--- config.mk ---
export PLATFORM = sky130hd
export DESIGN_NAME = jk_mod_counter_flat
export DESIGN_NICKNAME = d
export VERILOG_FILES = /design/src/rtl/jk_mod_counter_pkg.sv /design/src/rtl/jk_mod_counter_if.sv /design/src/rtl/jk_mod_counter_jk_cell.sv /design/src/rtl/jk_mod_counter.sv /design/src/flat_wrapper.sv
export SDC_FILE = /design/constraint.sdc
export NUM_CORES = 1
export LEC_CHECK = 0
export CORE_AREA = 2 2 39 41
export DETAILED_ROUTE_END_ITERATION = 12
export DIE_AREA = 0 0 41 43
export GPL_TIMING_DRIVEN = 0
export PLACE_DENSITY = 0.77
export SLEW_MARGIN = 25
export SYNTH_ARGS = -nofsm -noshare
export SYNTH_HDL_FRONTEND = slang
export SYNTH_HIERARCHICAL = 1
export SYNTH_SLANG_ARGS = --single-unit
--- constraint.sdc ---
create_clock -name clk -period 2.8 [get_ports clk]
set_clock_uncertainty 0.05 [all_clocks]
set_input_delay 0.42 -clock clk [delete_from_list [all_inputs] [get_ports clk]]
set_output_delay 0.42 -clock clk [all_outputs]
set_load 0.005 [all_outputs]
--- src/rtl/jk_mod_counter_pkg.sv ---
// Shared definitions for the JK-based modulo counter.
//   JK_* localparams : {J,K} encodings understood by jk_cell
//   jk_excite()      : returns the {J,K} pair that moves one cell from its
//                      current value to the requested next value without
//                      ever using the toggle encoding.
package jk_pkg;

  localparam logic [1:0] JK_HOLD = 2'b00;
  localparam logic [1:0] JK_CLR  = 2'b01;
  localparam logic [1:0] JK_SET  = 2'b10;
  localparam logic [1:0] JK_TGL  = 2'b11;

  // J sets a bit that is 0 and must become 1; K clears a bit that is 1 and
  // must become 0. A bit that keeps its value gets JK_HOLD. Because J needs
  // q_bit=0 and K needs q_bit=1, the pair can never be JK_TGL.
  function automatic logic [1:0] jk_excite(input logic q_bit, input logic nxt_bit);
    return {(~q_bit) & nxt_bit, q_bit & (~nxt_bit)};
  endfunction

endpackage

--- src/rtl/jk_mod_counter_if.sv ---
// Control and observation bundle of the JK modulo counter.
//   en, up_dn, load, load_val : driven by the master (controller)
//   q, tc, wrap               : count, terminal count, wrap pulse
//   j_vec, k_vec              : J/K values presented to the cells (debug)
// There is no valid/ready handshake: every control input is sampled on each
// rising clk edge, and outputs are valid for the whole cycle that follows.
interface jk_mod_counter_if #(
  parameter int WIDTH = 4
);
  logic             en;
  logic             up_dn;
  logic             load;
  logic [WIDTH-1:0] load_val;
  logic [WIDTH-1:0] q;
  logic             tc;
  logic             wrap;
  logic [WIDTH-1:0] j_vec;
  logic [WIDTH-1:0] k_vec;

  modport master (
    output en, up_dn, load, load_val,
    input  q, tc, wrap, j_vec, k_vec
  );

  modport slave (
    input  en, up_dn, load, load_val,
    output q, tc, wrap, j_vec, k_vec
  );
endinterface

--- src/rtl/jk_mod_counter_jk_cell.sv ---
// Single JK flip-flop with asynchronous active-low clear.
//   clk   : rising-edge clock
//   rst_n : async active-low clear (q -> 0)
//   j, k  : 00 hold, 01 clear, 10 set, 11 toggle
//   q     : stored bit
//   qbar  : complement of q
module jk_cell
  import jk_pkg::*;
(
  input  logic clk,
  input  logic rst_n,
  input  logic j,
  input  logic k,
  output logic q,
  output logic qbar
);

  always_ff @(posedge clk or negedge rst_n) begin
    if (!rst_n) begin
      q <= 1'b0;
    end else begin
      case ({j, k})
        JK_HOLD: q <= q;
        JK_CLR:  q <= 1'b0;
        JK_SET:  q <= 1'b1;
        JK_TGL:  q <= ~q;
        default: q <= q;
      endcase
    end
  end

  assign qbar = ~q;

endmodule

--- src/rtl/jk_mod_counter.sv ---
// Synchronous modulo-MODULUS up/down counter built from WIDTH JK cells.
//   clk        : rising-edge clock
//   rst_n      : async active-low reset (q=0, wrap=0 immediately)
//   bus.en     : count enable
//   bus.up_dn  : 1 = up, 0 = down
//   bus.load   : synchronous load, wins over en; out-of-range values saturate
//   bus.load_val : value to load
//   bus.q      : current count (cell outputs)
//   bus.tc     : combinational terminal count in the current direction
//   bus.wrap   : registered one-cycle pulse after a cycle with tc=1
//   bus.j_vec / bus.k_vec : J/K inputs driven into the cells this cycle
// Every cycle the top computes the desired next count, turns it into per-bit
// J/K excitation, and lets the cell array realise it on the next edge.
module jk_mod_counter
  import jk_pkg::*;
#(
  parameter int WIDTH   = 4,
  parameter int MODULUS = 10
) (
  input  logic             clk,
  input  logic             rst_n,
  jk_mod_counter_if.slave  bus
);

  localparam logic [WIDTH-1:0] MAX_CNT = WIDTH'(MODULUS - 1);

  logic [WIDTH-1:0] q;
  logic [WIDTH-1:0] qbar;
  logic [WIDTH-1:0] nxt;
  logic [WIDTH-1:0] j_vec;
  logic [WIDTH-1:0] k_vec;
  logic             at_max;
  logic             at_zero;
  logic             tc;
  logic             wrap;

  assign at_max  = (q == MAX_CNT);
  // All complemented cell outputs high means the count is zero.
  assign at_zero = &qbar;

  // Next-count selection. Load saturates at MAX_CNT; counting wraps at the
  // modulus boundaries. With MODULUS == 2**WIDTH the explicit wrap coincides
  // with natural WIDTH-bit overflow.
  always_comb begin
    nxt = q;
    if (bus.load) begin
      nxt = (bus.load_val > MAX_CNT) ? MAX_CNT : bus.load_val;
    end else if (bus.en) begin
      if (bus.up_dn) begin
        nxt = at_max ? '0 : q + WIDTH'(1);
      end else begin
        nxt = at_zero ? MAX_CNT : q - WIDTH'(1);
      end
    end
  end

  // Per-bit excitation and the JK cell array.
  for (genvar i = 0; i < WIDTH; i++) begin : g_cell
    logic [1:0] jk;
    assign jk       = jk_excite(q[i], nxt[i]);
    assign j_vec[i] = jk[1];
    assign k_vec[i] = jk[0];

    jk_cell u_cell (
      .clk  (clk),
      .rst_n(rst_n),
      .j    (j_vec[i]),
      .k    (k_vec[i]),
      .q    (q[i]),
      .qbar (qbar[i])
    );
  end

  // Terminal count only when actually counting; load suppresses it.
  assign tc = bus.en & ~bus.load & (bus.up_dn ? at_max : at_zero);

  always_ff @(posedge clk or negedge rst_n) begin
    if (!rst_n) begin
      wrap <= 1'b0;
    end else begin
      wrap <= tc;
    end
  end

  assign bus.q     = q;
  assign bus.tc    = tc;
  assign bus.wrap  = wrap;
  assign bus.j_vec = j_vec;
  assign bus.k_vec = k_vec;

endmodule

--- src/flat_wrapper.sv ---
// flat-port wrapper written by rule: the top's interface ports become plain ports
module jk_mod_counter_flat import jk_pkg::*;
#(
  parameter int WIDTH   = 4,
  parameter int MODULUS = 10
)
  (clk, rst_n, bus_en, bus_up_dn, bus_load, bus_load_val, bus_q, bus_tc, bus_wrap, bus_j_vec, bus_k_vec);
  jk_mod_counter_if #(.WIDTH(WIDTH)) bus_i ();
  input  logic clk;
  input  logic rst_n;
  input wire logic [$bits(bus_i.en)-1:0] bus_en;
  input wire logic [$bits(bus_i.up_dn)-1:0] bus_up_dn;
  input wire logic [$bits(bus_i.load)-1:0] bus_load;
  input wire logic [$bits(bus_i.load_val)-1:0] bus_load_val;
  output wire logic [$bits(bus_i.q)-1:0] bus_q;
  output wire logic [$bits(bus_i.tc)-1:0] bus_tc;
  output wire logic [$bits(bus_i.wrap)-1:0] bus_wrap;
  output wire logic [$bits(bus_i.j_vec)-1:0] bus_j_vec;
  output wire logic [$bits(bus_i.k_vec)-1:0] bus_k_vec;
  assign bus_i.en = bus_en;
  assign bus_i.up_dn = bus_up_dn;
  assign bus_i.load = bus_load;
  assign bus_i.load_val = bus_load_val;
  assign bus_q = bus_i.q;
  assign bus_tc = bus_i.tc;
  assign bus_wrap = bus_i.wrap;
  assign bus_j_vec = bus_i.j_vec;
  assign bus_k_vec = bus_i.k_vec;
  jk_mod_counter #(.WIDTH(WIDTH), .MODULUS(MODULUS)) u_core (.clk(clk), .rst_n(rst_n), .bus(bus_i));
endmodule
# After elaboration in Yosys (flattened, before gate mapping)
# Cells that the tools add are included.
# totals
in_bits	9
register_bits	5
wordCells	56
output_inout_bits	14
# op_classes
reduce_logical	5
eq_ne	13
n_addsub	2
n_lt_le_gt_ge	1
n_bitwise	19
n_mux	11
# ops
cell	count
$mux W4	6
$eq A2 B2 Y1 const B	8
$pmux W1 S3	4
$and A1 B1 Y1	10
$not A1 Y1	9
$eq A2 B1 Y1 const B	4
$logic_not A2 Y1	4
$add A4 B1 Y4 const B	1
$eq A4 B4 Y1 const B	1
$gt A4 B4 Y1 const B	1
$reduce_and A4 Y1	1
$sub A4 B1 Y4 const B	1
$mux W1	1

# Longest topological paths before layout
# Gate-level depths: netlist of the first run.
# logic_depth
depth_word	10
depth_mapped	8
ltp_nobuf	8

# Modules after synthesis
# The synthesis of the first run kept the hierarchy.
# modules_own_cells
module	n_inst	seq_area_each_um2	cells_each	area_each_um2
jk_mod_counter	1	25.0	56	384.1
jk_cell	4	25.0	4	37.5

# Least setup slack after synthesis of the first run
# OpenSTA, ideal clock, no wires.
# synth_timing
path_type	register -> output
from	register u_core.g_cell[1].u_cell.q
to	output port bus_k_vec[1]
arrival_ns	1.607
required_ns	2.330
setup_slack_ns	0.723
stages_incl_launch_ff	7
n_path_buf	0
cell_sequence	dfrtp_1 -> inv_1 -> ha_1 -> or2_2 -> a32o_1 -> a2bb2oi_1 -> nor2_1
# synth_between
elab_chain_len	8
elab_cells_between_ends	12
cone_classes	2 x add/sub; 1 x eq/ne; 5 x mux; 3 x bitwise; 1 x reduce/logical
# synth_rtl
element	line_no	text
start, declared	jk_mod_counter_jk_cell.sv:14	output logic q,
start signal, assigned	jk_mod_counter_jk_cell.sv:23	JK_HOLD: q <= q;
start signal, assigned	jk_mod_counter_jk_cell.sv:26	JK_TGL: q <= ~q;
start signal, assigned	jk_mod_counter_jk_cell.sv:27	default: q <= q;
branches (longest 7 deep; another with $sub A4 B1 Y4)	--	
$and A1 B1 Y1 (*)	jk_mod_counter_pkg.sv:17	return {(~q_bit) & nxt_bit, q_bit & (~nxt_bit)};
end, declared	flat_wrapper.sv:19	output wire logic [$bits(bus_i.k_vec)-1:0] bus_k_vec;
# Mark *: on every way between the ends.

# Final worst setup path of the first run
# layout_timing
from	register u_core.g_cell[1].u_cell.q
to	register u_core.g_cell[1].u_cell.q
# layout_between
elab_chain_len	10
elab_cells_between_ends	18
cone_classes	2 x add/sub; 4 x eq/ne; 6 x mux; 4 x bitwise; 2 x reduce/logical
# layout_rtl
element
branches (longest 10 deep; another with $sub A4 B1 Y4)
# Parallel ways; which one is timed is not known.
# A chain may end at the register's enable or synchronous reset.

==> results.cfg, run 1 <==
[setup_path]
required_ps = 2910
worstPathMaxFanout = 4
start_kind = register
worstSetupPathType = reg2reg
critPathArrivalTime_ps = 2800
cp-end-kind = register

[die]
die_area_sq_mm = 0.001763
core_area_sq_mm = 0.001384
initial_utilization_pct = 38.61
rows = 14
dieHeight_um = 43
io_pins = 23
die_w_um = 41

[logic_synthesis]
synth_area_leaders = dfrtp_1 (23%), ha_1 (9.4%), a21oi_1 (8.4%)
yosysTopAreaCell = dfrtp_1
ys_ff_latch = 5
synth_top_area_share_pct = 23.42
netlist_area_sq_um = 534.3
synth_nets = 85
ys_top_cells_by_count = nor2_1 (11), a21oi_1 (9), inv_1 (7)
synthDistinctLibCells = 30
avgSynthCellArea_sq_um = 7.420
seq_area_frac_synth_pct = 23.42
yosysMostFrequentCell = nor2_1
ys_warn_count = 6
syn_inst = 72
ys_async_sr_fraction_pct = 100.0
synth_edf_count = 0
synth_top_flop_cell = dfrtp_1

[timing]
slew_violations = 0
setup_tns_ps = 0
whs_ps = 359.6
hold_violations = 0
rsz0062_at_grt = no
max_freq_mhz = 372.2
slew_headroom_pct = 81.29
min_period_ps = 2687
post-route-period-util_pct = 95.96
tightest_slew_ps = 280.1
setup_viol = 0
worst_slack_ps = 113.1

[cells_and_area]
antenna_cells = 0
drive_above_1_share_pct = 22.73
design.final.nets = 124
stdcell_area_sq_um = 898.4
area_growth_pct = 68.15

[clocking]
clk_pin_slew_worst_paths_ps = 50
cts.sinks = 5
cts_tree = built
cts_root_buffer = clkbuf_4
ctsLongestPathBuffers = 2
worstSkewPairLatency_ps = 240
cts_inserted_buffers = 3
cts_htree_levels = 1

[power_and_ir_drop]
vdd_drop_max_mv = 0.4920
p_per_area_mw_per_mm2 = 945.3
p_leak_nw = 0.4549

[global_routing]
grt_max_degree = 11
grt_pass1_vias = 661
antenna_found_initial = 0
grt_use_total_pct = 23.54
grt_pass1_wl_um = 2808
gr-total-overflow = 0

[route]
first_pass_iters = 4
drt-total-wl_um = 1730
drt_iter0_drc = 13
num_vias = 697
route.detailed.vias_per_inst = 5.532
ant_nets = 0
wl_per_cell_um = 13.73
drcViolationCount = 0

[run_status]
status = completed

[placed_design]
dp_hpwl_um = 1053
gp_congestion = 0.8097
place_ws_ps = -6.532
place_area_sq_um = 754.5
port_buffers = 20

[min_path]
hold_path.class = in2async

[flow_run]
drv_cap = 0
## placed cells by master (no fill, tap or decap), types with 2 or more instances in the layout
cell type,synthesis,routed
inv_1,7,7
a21oi_1,9,8
nor2_1,11,11
a32oi_1,2,2
ha_1,4,4
clkdlybuf4s50_1,0,16
dfrtp_2,0,2
and2_1,2,2
nand2b_1,2,2
dlymetal6s2s_1,0,3
clkbuf_4,0,3
nand4b_1,2,2
nand3b_1,2,2
buf_2,2,2
o21ai_0,4,4
nand2_1,3,3
buf_4,1,15
dfrtp_1,5,3
## layer usage
| metal | GRT usage [%] | vias up | wire length [um] |
|---|---|---|---|
| li1 | - | 338 | - |
| met1 | 25.90 | 328 | 677 |
| met2 | 37.50 | 25 | 906 |
| met3 | 8.901 | 6 | 96 |
| met4 | 11.33 | 0 | 50 |
| met5 | 0 | - | 0 |
## where the power goes
group          switching [mW]  internal (mW)  total [mW]
logic                   0.276          0.348       0.624
clock network          0.0313         0.0540      0.0853
registers              0.0333          0.107       0.140
## logic make-up after synthesis
group / share of synthesized area (%)
mux: 1.874
flops: 23.42
simple gates: 29.04
buf+inv: 10.31
compound gates: 26.00
fa+ha+maj: 9.368
## cell type report
cell class                      instances  area, sq um
Buffer                                  4        28.78
Clock buffer                            4        26.28
Fill cell                             124        485.5
Inverter                                7        26.28
Multi-Input combinational cell         56        357.8
Sequential cell                         5        127.6
Tap cell                               16        20.02
Timing Repair Buffer                   34        311.5
## stage by stage
step / cells / util (%) / total power, mW
global placement: 108 / 54.52 / 0.6189
finish: 126 / 64.92 / 0.8492
global route: 126 / 64.92 / 0.9190
floorplan: 72 / - / 0.4255
detailed placement: 108 / 54.52 / 0.6296
CTS: 126 / 64.10 / 0.8370
## final timing paths
kind,startpoint,endpoint,slack (ps),depth (start not counted)
worst max register to register,u_core/g_cell[1].u_cell/q,u_core/g_cell[1].u_cell/q,110,16
max in group asynchronous,rst_n,u_core/g_cell[1].u_cell/q,2120,1
min in group clk,u_core/g_cell[3].u_cell/q,u_core/g_cell[3].u_cell/q,480,1
worst min register to register,u_core/g_cell[3].u_cell/q,u_core/g_cell[3].u_cell/q,480,1
worst min-delay path,rst_n,u_core/bus.wrap,360,1
worst max-delay path,u_core/g_cell[1].u_cell/q,u_core/g_cell[1].u_cell/q,110,16
## sequential cells by signal, summed over array words and instances, names as in the netlist
signal / flops
u_core/g_cell.u_cell/q: 4
u_core/bus.wrap: 1
## critical path, cell delays in order (launching register included)
cell and delay [ps]:
dfrtp_2 400, inv_1 100, ha_1 220, or2_2 130, a32o_1 210, a2bb2oi_1 160
nor2_1 80, buf_4 130, buf_4 110, buf_4 120, buf_4 120, buf_4 120
buf_4 120, buf_4 120, buf_4 120, buf_4 120, a21oi_1 140
## what timing repair did
action                                  in CTS  in global routing
endpoints found under the setup margin       3                  3
pin swaps                                    1                  1
setup buffers                               14                  0
hold buffers                                 0                  0
gates resized for setup                      3                  4
No activity file was read; power rests on OpenSTA's default activity.
==> run 2, diff against run 1 <==
MAX_ROUTING_LAYER = met4   (was default)
==> run 2 against run 1 <==
Non-clock buffer count stayed put. Combinational power hardly changed. Sequential cell count stayed put. Critical endpoint unchanged. Sequential power hardly changed.
==> results.cfg, run 2 (same netlist as run 1, synthesis figures left out) <==
[run_status]
status = completed

[power_and_ir_drop]
internal_power_mw = 0.5090
p_clk_share_pct = 10.1
p_sw_mw = 0.3404
p_per_area_mw_per_mm2 = 945.4
power.share.sequential_pct = 16.5
vdd_drop_max_mv = 0.4932
comb_power_share_pct = 73.5
p_leak_nw = 0.4549
swShare_pct = 40.07

[setup_path]
cp-startpoint = u_core/g_cell[1].u_cell/q
critPathCapture = u_core/g_cell[1].u_cell/q
reg2regPathDepth = 16
reg2reg_to = u_core/g_cell[1].u_cell/q
required_ps = 2910
worstSetupPathType = reg2reg
reg2reg_from = u_core/g_cell[1].u_cell/q
reg2reg_setup_slack_ps = 110
worstPathMaxFanout = 4
start_kind = register
critPathArrivalTime_ps = 2800
cp-end-kind = register

[cells_and_area]
reg_top3 = u_core/g_cell.u_cell/q: 4 flops, u_core/bus.wrap: 1 flops
utilization_pct = 64.92
area_growth_pct = 68.15
stdcell_area_sq_um = 898.4
drive_above_1_share_pct = 22.73
fin_cells = 126
largest_reg_flops = 4
top_register = u_core/g_cell.u_cell/q
antenna_cells = 0
design.final.nets = 124
layout_commonest_cell = clkdlybuf4s50_1
layout_common_cells = clkdlybuf4s50_1 (16), buf_4 (15), nor2_1 (11), a21oi_1 (8), inv_1 (7)

[route]
route.detailed.vias_per_inst = 5.532
drcViolationCount = 0
first_pass_iters = 4
drt_iter0_drc = 13
num_vias = 697
drt-total-wl_um = 1730
ant_nets = 0
wl_per_cell_um = 13.73

[timing]
tightest_slew_ps = 280.1
slew_headroom_pct = 81.29
setup_viol = 0
setup_tns_ps = 0
rsz0062_at_grt = no
min_period_ps = 2687
slew_violations = 0
max_freq_mhz = 372.2
hold_violations = 0
post-route-period-util_pct = 95.96

[placed_design]
gp_congestion = 0.8216
place_area_sq_um = 754.5
dp_hpwl_um = 1053
place_inst = 108
port_buffers = 20

[die]
die_w_um = 41
die_area_sq_mm = 0.001763
io_pins = 23
rows = 14
core_area_sq_mm = 0.001384
initial_utilization_pct = 38.61
dieHeight_um = 43

[global_routing]
gr-total-overflow = 0
grt_max_degree = 11
grt_pass1_wl_um = 2801
antenna_found_initial = 0
grt_use_total_pct = 24.12
grt_pass1_vias = 662

[clocking]
cts_tree = built
ctsLongestPathBuffers = 2
cts.sinks = 5
ctsHoldBuffers = 0
clk_pin_slew_worst_paths_ps = 50
worstSkewPairLatency_ps = 240
cts_root_buffer = clkbuf_4
cts_htree_levels = 1
cts_inserted_buffers = 3

[min_path]
hold_path.class = in2async

[flow_run]
drv_cap = 0
==> run 2: layout make-up <==
type | count | area (sq um)
plain buffers | 4 | 28.78
flip-flops and latches | 5 | 127.6
well taps | 16 | 20.02
repair buffers | 34 | 311.5
fillers | 124 | 485.5
multi-input cells | 56 | 357.8
clock buffers | 4 | 26.28
inverters | 7 | 26.28
==> run 2: layer usage <==
layer | wire length (um) | track usage, % | vias up
li1 | - | - | 339
met1 | 679 | 25.90 | 327
met2 | 903 | 37.50 | 25
met3 | 97 | 8.901 | 6
met4 | 50 | 11.33 | 0
met5 | 0 | - | -
==> run 2: power groups by stage <==
stage	Clock, mW	Combinational (mW)	Sequential (mW)
floorplan	0	0.267	0.158
global placement	0	0.448	0.171
detailed placement	0	0.458	0.171
CTS	0.0871	0.609	0.141
global route	0.0919	0.682	0.145
finish	0.0856	0.624	0.140
==> run 2: worst min path at each step <==
stage                                    from                         to  slack, ps
finish                                  rst_n            u_core/bus.wrap        360
global route                            rst_n            u_core/bus.wrap        380
CTS                                     rst_n  u_core/g_cell[2].u_cell/q        360
detailed placement  u_core/g_cell[3].u_cell/q  u_core/g_cell[3].u_cell/q        470
global placement    u_core/g_cell[3].u_cell/q  u_core/g_cell[3].u_cell/q        460
floorplan                               rst_n            u_core/bus.wrap         70
==> run 2: timing repair <==
| action | CTS | global route |
|---|---|---|
| pin swaps | 1 | 1 |
| gates cloned | 0 | 0 |
| setup endpoints to repair | 3 | 3 |
| buffers inserted | 14 | 0 |
| gates resized for setup | 3 | 4 |
==> run 2: worst max-delay path: stages, from the launching register on <==
cell       delay [ps]
dfrtp_2           400
inv_1             100
ha_1              220
or2_2             130
a32o_1            210
a2bb2oi_1         160
nor2_1             80
buf_4             130
buf_4             110
buf_4             120
buf_4             120
buf_4             120
buf_4             120
buf_4             120
buf_4             120
buf_4             120
a21oi_1           140
==> run 2: per-stage QoR <==
| stage | hold WS (ps) | power (mW) | worst slack (ps) |
|---|---|---|---|
| floorplan | 74.41 | 0.4255 | 722.6 |
| global placement | 463.2 | 0.6189 | 33.59 |
| detailed placement | 474.4 | 0.6296 | -6.532 |
| CTS | 357.3 | 0.8370 | 15.27 |
| global route | 382.3 | 0.9190 | 25.09 |
| finish | 364.3 | 0.8494 | 113.1 |
